<file path="config.mk">
export PLATFORM = sky130hd
export DESIGN_NAME = merv32_bus_arbiter
export DESIGN_NICKNAME = d
export VERILOG_FILES = /design/src/rtl/merv32_bus_pkg.sv /design/src/rtl/merv32_bus_timer.sv /design/src/rtl/merv32_bus_arbiter.sv
export SDC_FILE = /design/constraint.sdc
export NUM_CORES = 1
export LEC_CHECK = 0
export ABC_AREA = 1
export ABC_CLOCK_PERIOD_IN_PS = 1600
export CAP_MARGIN = 20
export CORE_MARGIN = 3
export CORE_UTILIZATION = 44
export CTS_BUF_LIST = sky130_fd_sc_hd__clkbuf_8 sky130_fd_sc_hd__clkbuf_16
export DETAILED_ROUTE_END_ITERATION = 12
export HOLD_SLACK_MARGIN = 0.15
export PLACE_DENSITY = 0.78
export RECOVER_POWER = 25
export SYNTH_ARGS = -nofsm -noshare
export SYNTH_HDL_FRONTEND = slang
export SYNTH_SLANG_ARGS = --single-unit
</file>
<file path="constraint.sdc">
create_clock -name ma_riscv32_rp_clk_in -period 1.6 [get_ports ma_riscv32_rp_clk_in]
set_input_delay 0.32 -clock ma_riscv32_rp_clk_in [delete_from_list [all_inputs] [get_ports ma_riscv32_rp_clk_in]]
set_output_delay 0.32 -clock ma_riscv32_rp_clk_in [all_outputs]
set_load 0.05 [all_outputs]
</file>
<file path="src/rtl/merv32_bus_pkg.sv">
// merv32_bus_pkg
// Shared types and constants for the merv32 bus arbiter:
//   HTRANS_IDLE / HTRANS_NONSEQ : AHB-Lite transfer type encodings
//   state_e                     : arbiter FSM states
//   owner_e                     : which requester owns the current transfer
package merv32_bus_pkg;

  localparam logic [1:0] HTRANS_IDLE   = 2'b00;
  localparam logic [1:0] HTRANS_NONSEQ = 2'b10;

  typedef enum logic [1:0] {IDLE, ADDR, DATA} state_e;

  typedef enum logic {OWN_I, OWN_D} owner_e;

endpackage

</file>
<file path="src/rtl/merv32_bus_timer.sv">
// merv32_bus_timer
// 8-bit data-phase watchdog. Counts cycles while en_i is high; expire_o is
// raised combinationally in the cycle whose edge would bring the count to
// TIMEOUT, so the owner can complete on that same edge.
// Ports:
//   clk_i    : clock
//   rst_i    : synchronous active-high reset
//   en_i     : count this cycle (data phase with bus not ready)
//   clr_i    : clear the count (transfer completed)
//   expire_o : limit reached on this edge (never set when TIMEOUT == 0)
module merv32_bus_timer #(
  parameter int unsigned TIMEOUT = 255
) (
  input  logic clk_i,
  input  logic rst_i,
  input  logic en_i,
  input  logic clr_i,
  output logic expire_o
);

  localparam bit         ENABLED = (TIMEOUT != 0);
  localparam logic [7:0] LAST    = 8'(TIMEOUT - 1);

  logic [7:0] count_q;

  always_ff @(posedge clk_i) begin
    if (rst_i || clr_i) count_q <= '0;
    else if (en_i)      count_q <= count_q + 8'd1;
  end

  assign expire_o = ENABLED && en_i && (count_q == LAST);

endmodule

</file>
<file path="src/rtl/merv32_bus_arbiter.sv">
// merv32_bus_arbiter
// Shares one AHB-Lite master port between the merv32 fetch (i_*) and
// load/store (d_*) requesters. Data has fixed priority, except that after
// STARVE_LIMIT consecutive data grants won against a pending fetch, the
// fetch is granted. One transfer outstanding; every output is registered.
// Ports:
//   ma_riscv32_rp_clk_in / ms_riscv32_mp_rst_in : clock, sync active-high reset
//   i_req_in/i_addr_in -> i_rdata_out/i_hready_out/i_err_out : fetch side
//   d_req_in/d_addr_in/d_wr_in/d_wdata_in/d_mask_in
//     -> d_rdata_out/d_hready_out/d_err_out                  : data side
//   haddr_out/htrans_out/hwrite_out/hwdata_out/hstrb_out      : bus request
//   hrdata_in/hready_in/hresp_in                              : bus response
module merv32_bus_arbiter
  import merv32_bus_pkg::*;
#(
  parameter int unsigned STARVE_LIMIT = 4,
  parameter int unsigned TIMEOUT      = 255
) (
  input  logic        ma_riscv32_rp_clk_in,
  input  logic        ms_riscv32_mp_rst_in,
  input  logic        i_req_in,
  input  logic [31:0] i_addr_in,
  output logic [31:0] i_rdata_out,
  output logic        i_hready_out,
  output logic        i_err_out,
  input  logic        d_req_in,
  input  logic [31:0] d_addr_in,
  input  logic        d_wr_in,
  input  logic [31:0] d_wdata_in,
  input  logic [3:0]  d_mask_in,
  output logic [31:0] d_rdata_out,
  output logic        d_hready_out,
  output logic        d_err_out,
  output logic [31:0] haddr_out,
  output logic [1:0]  htrans_out,
  output logic        hwrite_out,
  output logic [31:0] hwdata_out,
  output logic [3:0]  hstrb_out,
  input  logic [31:0] hrdata_in,
  input  logic        hready_in,
  input  logic        hresp_in
);

  localparam logic [3:0] SLIM = 4'(STARVE_LIMIT);

  logic        clk, rst;
  state_e      state_q;
  owner_e      own_q;
  logic [3:0]  starve_q;
  logic [31:0] wdata_q;
  logic        grant_i;
  logic        done;
  logic        expire;

  assign clk = ma_riscv32_rp_clk_in;
  assign rst = ms_riscv32_mp_rst_in;

  // Fetch wins when alone, or when it has been passed over STARVE_LIMIT times.
  assign grant_i = i_req_in && (!d_req_in || (starve_q == SLIM));

  assign done = (state_q == DATA) && (hready_in || expire);

  merv32_bus_timer #(.TIMEOUT(TIMEOUT)) u_timer (
    .clk_i    (clk),
    .rst_i    (rst),
    .en_i     ((state_q == DATA) && !hready_in),
    .clr_i    (done),
    .expire_o (expire)
  );

  always_ff @(posedge clk) begin
    if (rst) begin
      state_q      <= IDLE;
      own_q        <= OWN_I;
      starve_q     <= '0;
      wdata_q      <= '0;
      haddr_out    <= '0;
      htrans_out   <= HTRANS_IDLE;
      hwrite_out   <= 1'b0;
      hwdata_out   <= '0;
      hstrb_out    <= '0;
      i_rdata_out  <= '0;
      i_hready_out <= 1'b0;
      i_err_out    <= 1'b0;
      d_rdata_out  <= '0;
      d_hready_out <= 1'b0;
      d_err_out    <= 1'b0;
    end else begin
      // Completion flags are single-cycle pulses.
      i_hready_out <= 1'b0;
      i_err_out    <= 1'b0;
      d_hready_out <= 1'b0;
      d_err_out    <= 1'b0;
      case (state_q)
        IDLE: begin
          if (i_req_in || d_req_in) begin
            state_q    <= ADDR;
            htrans_out <= HTRANS_NONSEQ;
            if (grant_i) begin
              own_q      <= OWN_I;
              haddr_out  <= i_addr_in;
              hwrite_out <= 1'b0;
              hstrb_out  <= 4'hF;
              wdata_q    <= '0;
              starve_q   <= '0;
            end else begin
              own_q      <= OWN_D;
              haddr_out  <= d_addr_in;
              hwrite_out <= d_wr_in;
              hstrb_out  <= d_mask_in;
              wdata_q    <= d_wr_in ? d_wdata_in : 32'h0;
              // Only a data grant that beat a waiting fetch counts as starvation.
              if (i_req_in) starve_q <= (starve_q == SLIM) ? SLIM : starve_q + 4'd1;
              else          starve_q <= '0;
            end
          end
        end
        ADDR: begin
          state_q    <= DATA;
          htrans_out <= HTRANS_IDLE;
          hwdata_out <= wdata_q;
        end
        DATA: begin
          if (done) begin
            state_q <= IDLE;
            // A watchdog expiry reports an error and leaves rdata untouched.
            if (own_q == OWN_I) begin
              i_hready_out <= 1'b1;
              i_err_out    <= hready_in ? hresp_in : 1'b1;
              if (hready_in) i_rdata_out <= hrdata_in;
            end else begin
              d_hready_out <= 1'b1;
              d_err_out    <= hready_in ? hresp_in : 1'b1;
              if (hready_in && !hwrite_out) d_rdata_out <= hrdata_in;
            end
          end
        end
        default: state_q <= IDLE;
      endcase
    end
  end

endmodule
</file>
==> results of run 1 <==
==> through the flow <==
stage	setup TNS, ns	std cells	util (%)
floorplan	0	995	-
global placement	-5.10	1462	63.7
detailed placement	-8.49	1462	63.7
CTS	0	1494	67.5
global route	0	1494	66.7
finish	0	1494	66.7
==> synth_stat cells <==
master    count  area, um2
a21oi_1     106        531
buf_1         2       7.51
buf_2        19       95.1
buf_4        12       90.1
clkbuf_1     36        135
clkbuf_2      2       10.0
conb_1        1       3.75
dfxtp_1     185       3700
ha_1          4       50.1
inv_1        84        315
inv_2         2       7.51
nand2_1     169        634
nand2_2       1       6.26
nand3_1      38        190
nand3_2       1       10.0
nand3b_1     32        240
nor2_1      157        589
nor3_1        3       15.0
nor3_4        1       16.3
o21ai_0     134        671
o21ai_2       1       8.76
or2_2         1       6.26
xnor2_1       1       8.76
xor2_1        3       26.3
==> kinds of logic (layout without fill, tap and decap cells) <==
group,Yosys count,in the layout,share of synthesized area [%]
compound gates,241,241,16.4
xor+xnor,4,4,0.475
fa+ha+maj,4,4,0.679
buf+inv,157,440,8.96
flops,185,185,50.2
other cells,1,1,0.0509
simple gates,403,403,23.2
==> metal layers <==
layer | global-route usage (%) | wire, um
met4 | 6.83 | 305
met3 | 8.21 | 2170
met1 | 28.5 | 8920
met2 | 38.3 | 10000
met5 | 0 | 31
==> registers in the layout (all words and copies together) (netlist names) <==
signal	cells
d_hready_out	1
u_timer.count_q	8
starve_q	4
d_rdata_out	32
own_q	1
hstrb_out	4
i_err_out	1
i_hready_out	1
wdata_q	32
htrans_out	1
hwdata_out	32
state_q	2
haddr_out	32
hwrite_out	1
d_err_out	1
i_rdata_out	32
==> critical path, stage by stage (launching register included) <==
cell and delay [ns]:
dfxtp_1 0.32, inv_1 0.05, ha_1 0.18, nand3_1 0.14, nand2_2 0.10, nand2_2 0.16, buf_8 0.22, nand2_1 0.08
a21oi_1 0.16
==> final timing paths <==
| check | from | endpoint | slack (ns) | cells after the start |
|---|---|---|---|---|
| hold reg to reg | d_rdata_out[25]$_SDFFE_PP0P_ | d_rdata_out[25]$_SDFFE_PP0P_ | 0.44 | 2 |
| hold / removal | d_rdata_out[25]$_SDFFE_PP0P_ | d_rdata_out[25]$_SDFFE_PP0P_ | 0.44 | 2 |
| setup reg to reg | starve_q[0]$_SDFFE_PP0P_ | haddr_out[8]$_SDFFE_PP0P_ | 0.1 | 8 |
| setup / recovery | starve_q[0]$_SDFFE_PP0P_ | haddr_out[8]$_SDFFE_PP0P_ | 0.1 | 8 |
==> area by class of cell <==
| class | instances | share of cell area [%] |
|---|---|---|
| flip-flops and latches | 185 | 34.4 |
| multi-input cells | 653 | 28.0 |
| repair buffers | 322 | 26.5 |
| clock buffers | 20 | 4.34 |
| inverters | 86 | 3.01 |
| well taps | 216 | 2.51 |
| clock inverters | 12 | 1.26 |
==> report_power, final <==
group          switching, mW  internal, mW
Combinational           1.71          1.00
Clock                   1.85          2.45
Sequential             0.159          4.90
==> repair_timing <==
item / CTS / global route
endpoints found under the setup margin: 0 / 28
gates resized for setup: 0 / 5
buffers inserted: 0 / 0
==> results.rst, run 1 <==
.. list-table::
   :header-rows: 1

   * - Metric
     - Value
   * - Cell Pwr Density
     - 1120 nW/um2
   * - Clock sink count
     - 185
   * - Share of the clock period used by the worst path
     - 93.8%
   * - Layout fillers
     - 1,376
   * - Post-DR vias/cell
     - 4.92
   * - Number of nets in the layout
     - 1,408
   * - Max Clock Skew
     - 0.0145 ns
   * - Sequential area share after synthesis
     - 50.2%
   * - Starting density of the core
     - 45.7%
   * - Category of the worst setup path launch point
     - flop
   * - Run status
     - complete, no violations
   * - Yosys synthesis warning count
     - 0
   * - Critical-path maximum fanout
     - 25
   * - Routed wire length
     - 21,400 um
   * - Multi-input gate area in the final layout
     - 3010 um2
   * - Site Rows
     - 46
   * - Clk slew on worst S/H paths
     - 0.07 ns
   * - Latest clock arrival within the worst-skew pair
     - 0.43 ns
   * - Cts bufs inserted
     - 17
   * - Most common cell after layout, fill and taps aside
     - dfxtp_1
   * - Horizontal die dimension
     - 135 um
   * - Fraction of layout cells with a size suffix above 1
     - 17.4%
   * - Gp weighted congestion
     - 0.807
   * - Count of hold-fix buffers inserted at cts
     - 0
   * - Sequential cell area
     - 3700 um2
   * - Synthesis-to-layout area growth
     - 45.9%
   * - DIE HEIGHT
     - 135 um
   * - Post-synthesis average cell area
     - 7.41 um2
   * - Setup repair after global routing missed its margin
     - false
   * - Placeable Area
     - 16,100 um2
   * - Average wire per standard cell
     - 14.3 um
   * - Initial antenna violation count
     - 2
   * - Kind of critical path
     - reg2reg
   * - Remaining number of nets flagged by the antenna check after routing
     - 0
   * - Static Leakage
     - 4.84 nW
   * - Largest net degree at the start of global routing
     - 60
   * - Class of the most critical hold timing path
     - reg2reg
   * - Req. time, crit path
     - 1.94 ns
   * - Buffers on Ports
     - 276
   * - Worst Path Arrival
     - 1.84 ns
   * - Period minus WS final
     - 1.50 ns
   * - Worst hold margin
     - 0.443 ns
   * - Final cell area excluding filler cells
     - 10,800 um2
   * - Sum of overflow across all layers after global routing
     - 0
   * - Count of distinct cell types in the synthesized netlist
     - 24
   * - # diodes
     - 0
   * - Area post-placement
     - 10,300 um2
   * - HPWL reported at the end of detailed placement
     - 15,300 um
   * - Max cap viols
     - 0
   * - Final Hold Fails
     - 0
   * - Max clock buf depth
     - 2
   * - Vias in the first global route
     - 6,963
   * - Total routing usage reported by global routing
     - 23.2%
   * - Number of top-level pins
     - 278
   * - PnR Total Power
     - 12.1 mW
   * - Number of storage elements in the synthesis netlist
     - 185
   * - Number of H-tree levels
     - 4
   * - Highest-count cells in the layout ignoring fill and taps
     - dfxtp_1, nand2_1, nor2_1, clkdlybuf4s50_1, o21ai_0
   * - Number of setup violations in the final report
     - 0
   * - Global-route wire length before repair
     - 34,300 um
   * - DR pass1 iterations
     - 5
   * - Peak supply drop
     - 843 uV
   * - Number of pins exceeding their max-slew limit in the final report
     - 0
   * - Post-detailed-route DRC marker count
     - 0
   * - Synthesized instance count
     - 995
   * - Total via count after detailed routing
     - 7,348
   * - Synth Net Count
     - 1,138
   * - Final worst setup slack
     - 0.0996 ns
   * - Endpoint class of the critical path
     - flop
   * - Dpl ws
     - -0.146 ns
   * - CTS tree
     - built
   * - DIE AREA
     - 18,300 um2
   * - Syn Std Cell Area
     - 7370 um2
   * - Achievable Freq
     - 666 MHz
   * - Number of DRC markers in iteration 0
     - 403
   * - Root buf cell
     - clkbuf_16
No activity file was read; power rests on OpenSTA's default activity.
==> run 2, diff against run 1 <==
--- a/config.mk
+++ b/config.mk
@@ -7,7 +7,7 @@
 export LEC_CHECK = 0
 export ABC_AREA = 1
 export ABC_CLOCK_PERIOD_IN_PS = 1600
-export CAP_MARGIN = 20
+export CAP_MARGIN = 40
 export CORE_MARGIN = 3
 export CORE_UTILIZATION = 44
 export CTS_BUF_LIST = sky130_fd_sc_hd__clkbuf_8 sky130_fd_sc_hd__clkbuf_16
==> results of run 2 <==
Final layout, timing and power as in run 1 (identical DEF).
